## config.mk

```make
export PLATFORM = sky130hd
export DESIGN_NAME = reorder_buffer
export DESIGN_NICKNAME = d
export VERILOG_FILES = /design/src/rtl/reorder_buffer.sv
export SDC_FILE = /design/constraint.sdc
export NUM_CORES = 2
export LEC_CHECK = 0
export ABC_AREA = 1
export BUFFER_PORTS_ARGS = -buffer_cell sky130_fd_sc_hd__buf_2
export CORE_ASPECT_RATIO = 1.2
export CORE_MARGIN = 2
export CORE_UTILIZATION = 32
export CTS_BUF_LIST = sky130_fd_sc_hd__clkbuf_16
export CTS_CLUSTER_DIAMETER = 50
export DETAILED_ROUTE_END_ITERATION = 8
export GPL_TIMING_DRIVEN = 0
export HOLD_SLACK_MARGIN = 0.06
export PLACE_DENSITY = 0.53
export SYNTH_ARGS = -nofsm -noshare
export SYNTH_HDL_FRONTEND = slang
export SYNTH_SLANG_ARGS = --single-unit
```

## constraint.sdc

```tcl
create_clock -name clk_in -period 9.67 [get_ports clk_in]
set_input_delay 0 -clock clk_in [delete_from_list [all_inputs] [get_ports clk_in]]
set_output_delay 0 -clock clk_in [all_outputs]
set_load 0.01 [all_outputs]
```

## src/rtl/reorder_buffer.sv

```systemverilog
// reorder_buffer: in-order retirement stage with CDB capture, operand query and branch rollback.
// Optional define ROB_CDB_BYPASS_EN lets operand queries also match the current-cycle CDB broadcast.
module reorder_buffer #(
  parameter int ROB_SIZE = 16
) (
  input  logic        clk_in,
  input  logic        rst_in,
  input  logic        rdy_in,
  input  logic        alloc_flag_from_dispatcher,
  input  logic [4:0]  rd_from_dispatcher,
  input  logic        is_branch_from_dispatcher,
  input  logic        pred_jump_from_dispatcher,
  output logic        full_to_dispatcher,
  output logic [4:0]  tag_to_dispatcher,
  input  logic [4:0]  Q1_from_dispatcher,
  input  logic [4:0]  Q2_from_dispatcher,
  output logic        ready1_to_dispatcher,
  output logic        ready2_to_dispatcher,
  output logic [31:0] V1_to_dispatcher,
  output logic [31:0] V2_to_dispatcher,
  input  logic        cdb_flag,
  input  logic [4:0]  cdb_Q,
  input  logic [31:0] cdb_V,
  input  logic        cdb_jump,
  input  logic [31:0] cdb_pc,
  output logic        commit_flag_to_regfile,
  output logic [4:0]  rd_to_regfile,
  output logic [4:0]  Q_to_regfile,
  output logic [31:0] V_to_regfile,
  output logic        rollback_flag_to_regfile,
  output logic [31:0] jump_pc_to_fetcher
);
  localparam int IDX_W = $clog2(ROB_SIZE);
  localparam int CNT_W = $clog2(ROB_SIZE + 1);

  typedef struct packed {
    logic [4:0]  rd;
    logic        is_branch;
    logic        pred_jump;
    logic [31:0] v;
    logic        real_jump;
    logic [31:0] pc;
  } entry_t;

  typedef struct packed {
    logic        rdy;
    logic [31:0] v;
  } query_t;

  entry_t              entries [ROB_SIZE];
  logic [ROB_SIZE-1:0] valid;
  logic [ROB_SIZE-1:0] ready;
  logic [IDX_W-1:0]    head;
  logic [IDX_W-1:0]    tail;
  logic [CNT_W-1:0]    count;

  logic             full;
  logic             do_commit;
  logic             mispredict;
  logic             do_alloc;
  logic             do_wb;
  logic [IDX_W-1:0] wb_idx;
  entry_t           head_entry;
  query_t           q1_res;
  query_t           q2_res;

  function automatic logic [IDX_W-1:0] wrap_inc(input logic [IDX_W-1:0] i);
    return (i == IDX_W'(ROB_SIZE - 1)) ? '0 : i + IDX_W'(1);
  endfunction

  assign full               = (count == CNT_W'(ROB_SIZE));
  assign full_to_dispatcher = full;
  assign tag_to_dispatcher  = 5'(tail) + 5'd1;
  assign head_entry         = entries[head];
  assign wb_idx             = IDX_W'(cdb_Q - 5'd1);

  // The cycle in which rollback is visible belongs to the flushed stream: no commit, alloc or capture.
  assign do_commit  = rdy_in && !rollback_flag_to_regfile && valid[head] && ready[head];
  assign mispredict = do_commit && head_entry.is_branch
                      && (head_entry.real_jump != head_entry.pred_jump);
  assign do_alloc   = rdy_in && !rollback_flag_to_regfile && !mispredict
                      && alloc_flag_from_dispatcher && !full;
  assign do_wb      = rdy_in && !rollback_flag_to_regfile && !mispredict && cdb_flag
                      && (cdb_Q != 5'd0) && (cdb_Q <= 5'(ROB_SIZE));

  // NOTE: sequential state uses non-blocking assignments so every register samples pre-edge values.
  always_ff @(posedge clk_in or negedge rst_in) begin
    if (!rst_in) begin
      valid <= '0;
      ready <= '0;
      head  <= '0;
      tail  <= '0;
      count <= '0;
    end else if (mispredict) begin
      valid <= '0;
      ready <= '0;
      head  <= '0;
      tail  <= '0;
      count <= '0;
    end else begin
      if (do_commit) begin
        valid[head] <= 1'b0;
        ready[head] <= 1'b0;
        head        <= wrap_inc(head);
      end
      if (do_wb) ready[wb_idx] <= 1'b1;
      if (do_alloc) begin
        valid[tail] <= 1'b1;
        ready[tail] <= 1'b0;
        tail        <= wrap_inc(tail);
      end
      count <= count + CNT_W'(do_alloc) - CNT_W'(do_commit);
    end
  end

  // NOTE: entry payload has no reset; valid/ready qualify every read, so stale data is never observed.
  always_ff @(posedge clk_in) begin
    if (do_alloc) begin
      entries[tail] <= '{rd: rd_from_dispatcher, is_branch: is_branch_from_dispatcher,
                         pred_jump: pred_jump_from_dispatcher, v: 32'h0, real_jump: 1'b0,
                         pc: 32'h0};
    end
    if (do_wb) begin
      entries[wb_idx].v         <= cdb_V;
      entries[wb_idx].real_jump <= cdb_jump;
      entries[wb_idx].pc        <= cdb_pc;
    end
  end

  always_ff @(posedge clk_in or negedge rst_in) begin
    if (!rst_in) begin
      commit_flag_to_regfile   <= 1'b0;
      rd_to_regfile            <= '0;
      Q_to_regfile             <= '0;
      V_to_regfile             <= '0;
      rollback_flag_to_regfile <= 1'b0;
      jump_pc_to_fetcher       <= '0;
    end else begin
      commit_flag_to_regfile   <= do_commit;
      rd_to_regfile            <= do_commit ? head_entry.rd : 5'd0;
      Q_to_regfile             <= do_commit ? 5'(head) + 5'd1 : 5'd0;
      V_to_regfile             <= do_commit ? head_entry.v : 32'h0;
      rollback_flag_to_regfile <= mispredict;
      jump_pc_to_fetcher       <= mispredict ? head_entry.pc : 32'h0;
    end
  end

  function automatic query_t lookup(input logic [4:0] q);
    logic [IDX_W-1:0] idx;
    lookup = '0;
    idx    = IDX_W'(q - 5'd1);
    if ((q != 5'd0) && (q <= 5'(ROB_SIZE)) && valid[idx] && ready[idx]) begin
      lookup.rdy = 1'b1;
      lookup.v   = entries[idx].v;
    end
`ifdef ROB_CDB_BYPASS_EN
    if (cdb_flag && (q != 5'd0) && (cdb_Q == q)) begin
      lookup.rdy = 1'b1;
      lookup.v   = cdb_V;
    end
`endif
  endfunction

  // NOTE: every always_comb output is assigned on all paths (lookup starts from '0), so no latch.
  always_comb begin
    q1_res = lookup(Q1_from_dispatcher);
    q2_res = lookup(Q2_from_dispatcher);
  end

  assign ready1_to_dispatcher = q1_res.rdy;
  assign V1_to_dispatcher     = q1_res.v;
  assign ready2_to_dispatcher = q2_res.rdy;
  assign V2_to_dispatcher     = q2_res.v;

endmodule

```

; ---- Word-level counts from Yosys, hierarchy flattened
; Memories as Yosys holds them, arrays and structs flattened.
; Cells that the tools add are included.
[word_totals]
ff_bits = 121
ramBits = 1152
in_bits = 92
out_inout_bits = 148
wordCells = 116
mem_count = 1
[mem_list]
columns = name, depth, width, rd, rd_ports_with_merged_regs, wr, line_no
row1 = entries, 16, 72, 3, 0, 2, 50  ; entry_t entries [ROB_SIZE];
[op_classes]
addsub = 9
order_cmp = 11
n_eq_ne = 4
mux = 45
bitwise_logic = 7
reduce_logical = 28
[op_table]
columns = operator, n
row1 = $mux W16, 10
row2 = $mux W33, 2
row3 = $mux W32, 2
row4 = $and A16 B16 Y16, 3
row5 = $not A16 Y16, 2
row6 = $or A16 B16 Y16, 2
row7 = $lt A4 B5 Y1 const B, 5
row8 = $bmux W1 S4, 6
row9 = $mux W4, 6
row10 = $logic_and A1 B1 Y1, 20
row11 = $le A5 B5 Y1 const B, 3
row12 = $mux W5, 3
row13 = $reduce_bool A5 Y1, 3
row14 = $mux W1, 13
row15 = $demux W1 S4, 3
row16 = $ge A4 B1 Y1 const B, 3
row17 = $sub A4 B1 Y4 const B, 3
row18 = $add A4 B1 Y5 const B, 2
row19 = $add A4 B1 Y4 const B, 2
row20 = $eq A4 B4 Y1 const B, 2
row21 = $add A5 B1 Y5, 1
row22 = $eq A5 B5 Y1 const B, 1
row23 = $sub A5 B1 Y5, 1
row24 = $reduce_bool A2 Y1, 2
row25 = 2 further kinds, 4

; ---- Depth between registers and ports, before layout
[logic_depth]
depth_word = 16
mapped_depth = 27
mapped_depth_nobuf = 24

; ---- Least setup slack after synthesis
; No wires, ideal clock.
[synth_timing]
kind = flip-flop to flip-flop
startpoint = register head[0]
endpoint = memory entries[3][0] in the netlist's numbering (enable)
setup_ps = 425
t_arrival_ps = 3317
t_required_ps = 9245
path_slack_ps = 5928
path_stages_with_launch = 19
n_path_buf = 5
synth_period_minus_slack_ps = 3742
path_cell_list = dfrtp_1 > buf_2 > inv_2 > buf_4 > nand2_1 > nand3_1 > nand2_1 > nand2_1 > nand2_1 > inv_1 > nand2_1 > nand2_2 > nor2_1 > nand2_2 > buf_6 > nand4_2 > buf_4 > buf_4 > nand2_1
[synth_lines]
columns = element, line_no
row1 = "start, declared", 53  ; logic [IDX_W-1:0] head;
row2 = "start signal, assigned", 104  ; head <= wrap_inc(head);
row3 = "end, declared", 50

; ---- Final worst setup path
[layout_timing]
startpoint = input port Q1_from_dispatcher[0]
endpoint = output port V1_to_dispatcher[24]
[layout_via]
elab_chain_len = 6
elab_cells_between_ends = 12
classes_between = 1 x add/sub / 1 x order compare / 5 x mux / 4 x reduce/logical / 1 x memory
[layout_lines]
columns = element, line_no
row1 = "start, declared", 15  ; input logic [4:0] Q1_from_dispatcher,
row2 = $sub A4 B1 Y4, 151  ; idx = IDX_W'(q - 5'd1);
row3 = $bmux W1 S4, 152  ; if ((q != 5'd0) && (q <= 5'(ROB_SIZE)) && valid[idx] && ready[idx]) begin
row4 = $mux W1 (implied by the code), 152
row5 = $logic_and A1 B1 Y1 (2 in a row), 152
row6 = $mux W33 (*), 152
row7 = "end, declared", 19  ; output logic [31:0] V1_to_dispatcher,
; Every way passes the cells marked *; elsewhere a longest branch is shown, timed or not. The select of a mux whose other input is x is not followed.

==> impl_results.md <==
* Worst r2r src: rollback_flag_to_regfile$_DFF_PN0_
* Post-synthesis sequential area ratio at 0.584
* Die height at 496 um
* Switching power total at 9.13 mW
* DR DRC count at 0
* Post-CTS sizing at 0
* DP Cell Count at 9953
* Power Density at 274 nW/um^2
* Final #Nets at 7673
* Clock network fraction of total power at 0.302
* Post-Synthesis Net Count at 7168
* CTS Buffer Depth at 3
* Antenna viol nets, final at 0
* Startpoint Class: primary input
* Slew Viols, Final at 168
* Synthesis-to-finish area growth at 17.9%
* Worst Path Required at 9670 ps
* CTS root buf: clkbuf_16
* Sw Ratio at 0.439
* Fraction of registers with async set/reset at 0.0951
* Most common cell after layout, fill and taps aside: nor2_1
* Final setup TNS at 0 ps
* Worst Hold Slack at 90.9 ps
* Total GRT Usage at 0.364
* Commonest cells after routing, fill and taps aside: 1214 x nor2_1, 1152 x edfxtp_1, 1029 x a21oi_1
* Most used flip-flop cell after synthesis: edfxtp_1
* Initial antenna violation count at 28
* # rows at 180
* EDFF count, synth at 1152
* Min-Delay Startpoint: cdb_V[13]
* Met1 Resource Use GR at 0.425
* Warnings, synthesis at 0
* RSZ-0062 raised after global routing: false
* Number of detailed-route iterations in the first pass at 9
* CTS buffer count at 167
* R2R setup slack at 3940 ps
* Global-route met3 utilization at 0.102
* Wire length per cell at 37.1 um
* Post-route clock skew at 55.8 ps
* Die W at 414 um
* Crit. End Element: output port
* Pin count of the biggest net entering global routing at 85
* Layout cell share with drive strength beyond 1 at 0.0985
* Postcts setup bufs at 0
* RR Endpoint: entries[1][49]$_DFFE_PP_
* Final core occ at 0.379
* DR vias at 63.9k
* Initial core utilization at 0.322
* IO Pins at 240
* Post-detail-place hpwl at 264000 um
* Final RePlAce weighted congestion at 1.04
* Post-Route WL at 384000 um
* Worst EP arrival at 8450 ps
* Synthesized area at 64500 sq um
* Drt initial violations at 10.2k
* Worst Path Max Fanout at 11
* Worst slew pin tran at 1680 ps
* Global route total overflow at 0
* Synthesized area per cell at 9.13 sq um
* Critical setup path kind: primary input to output port
* CP Capture Point: V1_to_dispatcher[24]
* Worst vdd ir at 0.000240 V
* Failing checks: max-capacitance violations, max-slew violations
* Clock transition at path regs at 60 ps
* Cell Int Power at 11.7 mW
* Post-route minimum period at 8450 ps
* Synth area leader: edfxtp_1
* Final hold vios at 0
* First-pass GRT wire length at 507000 um
* Comb pwr share at 0.381
* H-Tree Depth at 4
* Clock Latency Late Sink at 900 ps
* Syn Inst Count at 7057
* Worst hold path type: primary input to register
* GR peak layer: met2
* Post-route cell area at 76000 sq um
* Top post-synthesis cells by area: edfxtp_1 54%, a21oi_1 8.0%, nor2_1 7.1%
* Vias in the first global route at 59.9k
* Placement Cell Area at 69700 sq um
* Synth top area share at 0.537
* Netlist cell types at 39
* Slew HR at -0.117
* Non-filler instance count after layout at 10.4k
* Final setup violation count at 0
* R2R cell count at 11
* Period utilization at 0.874
* Leak at 29.3 nW
* FMAX at 0.118 GHz
* Placeable Area at 200000 sq um
* Outcome: finished with violations
* Reg power frac at 0.317
* Drt via density at 6.17
* Port buffer count at 233
* CP startpoint: Q1_from_dispatcher[0]
* CTS tree: built
* Synth Register Bits at 1273
* Die Area at 205000 sq um
* Hold_buf cts at 77
* Max-Cap Viols at 16
* M2 GR Usage at 0.558
* Clock sink count at 1273
==> power groups by stage <==
stage               sequential [mW]  clock (mW)  combinational [mW]
floorplan                      6.68           0                3.58
global placement               6.74           0                7.35
detailed placement             6.69           0                7.42
CTS                            6.58        6.26                7.47
global route                   6.62        6.49                7.97
finish                         6.59        6.29                7.92
==> layout make-up <==
cell class / instances / area (sq um)
fill: 20500 / 124000
sequential: 1273 / 37600
multi-input combinational: 4664 / 22300
clock buffer: 167 / 4180
tap: 2639 / 3300
buffer: 655 / 2970
timing repair buffer: 336 / 2590
inverter: 465 / 1750
clock inverter: 142 / 1250
antenna: 21 / 52.6
==> routing by layer <==
| metal | share of wire | wire [um] | up-vias |
|---|---|---|---|
| li1 | - | - | 25800 |
| met5 | 0.00023 | 87 | - |
| met2 | 0.44 | 169000 | 5318 |
| met3 | 0.11 | 44200 | 1577 |
| met1 | 0.35 | 135000 | 31200 |
| met4 | 0.095 | 36500 | 14 |
==> registers in the layout, summed over array words and instances (netlist names), 4 cells and up <==
register            count
entries              1152
V_to_regfile           32
jump_pc_to_fetcher     32
ready                  16
valid                  16
Q_to_regfile            5
count                   5
rd_to_regfile           5
head                    4
tail                    4
==> worst min path at each step <==
stage | endpoint | slack, ps | cells past startpoint
2_1_floorplan | Q_to_regfile[0]$_DFF_PN0_ | -300 | 0
3_3_place_gp | entries[6][66]$_DFFE_PP_ | 380 | 1
3_5_place_dp | V_to_regfile[6]$_DFF_PN0_ | -40 | 1
4_1_cts | ready[4]$_DFF_PN0_ | 70 | 6
5_1_grt | entries[3][15]$_DFFE_PP_ | 100 | 4
6_report | entries[2][46]$_DFFE_PP_ | 90 | 4
==> cells by family (layout without fill, tap and decap cells) <==
logic type                 Yosys count  after routing  synth area share
adders and majority gates           19             19           0.00380
other                                0             21                 0
xor gates and xnor gates            12             12           0.00163
and+or+nand+nor                   2377           2377             0.148
DFF                               1273           1273             0.584
buffers and inverters             1120           1765            0.0730
AOI/OAI and AO/OA                 2256           2256             0.189
==> cell usage after synthesis, types with 15 or more instances <==
| cell type | count |
|---|---|
| a211oi_1 | 30 |
| a21oi_1 | 1029 |
| a22oi_1 | 72 |
| a31oi_1 | 128 |
| a32oi_1 | 70 |
| buf_1 | 84 |
| buf_2 | 142 |
| buf_4 | 30 |
| buf_6 | 28 |
| clkbuf_1 | 371 |
| dfrtp_1 | 121 |
| edfxtp_1 | 1152 |
| ha_1 | 18 |
| inv_1 | 457 |
| nand2_1 | 771 |
| nand3_1 | 234 |
| nand4_1 | 37 |
| nor2_1 | 1214 |
| nor3_1 | 102 |
| o21ai_0 | 819 |
| o22ai_1 | 66 |
| o41ai_1 | 15 |
==> metrics by stage <==
step | power (mW) | setup WS (ps)
floorplan | 10.3 | 5930
global placement | 14.1 | 890
detailed placement | 14.1 | 2060
CTS | 20.3 | 2040
global route | 21.1 | 1690
finish | 20.8 | 1220
==> worst max-delay path, stage by stage <==
cell and delay [ps]:
buf_2 270, inv_2 450, buf_2 510, buf_1 990, clkbuf_1 1180, ha_1 570, inv_1 440, clkbuf_1 950
clkbuf_1 1140, a21oi_1 70, o21ai_0 170, nand3_1 120, nand2_1 150, a31oi_1 60, nor3_1 990, buf_2 300
Power figures use the tool's default switching activity.
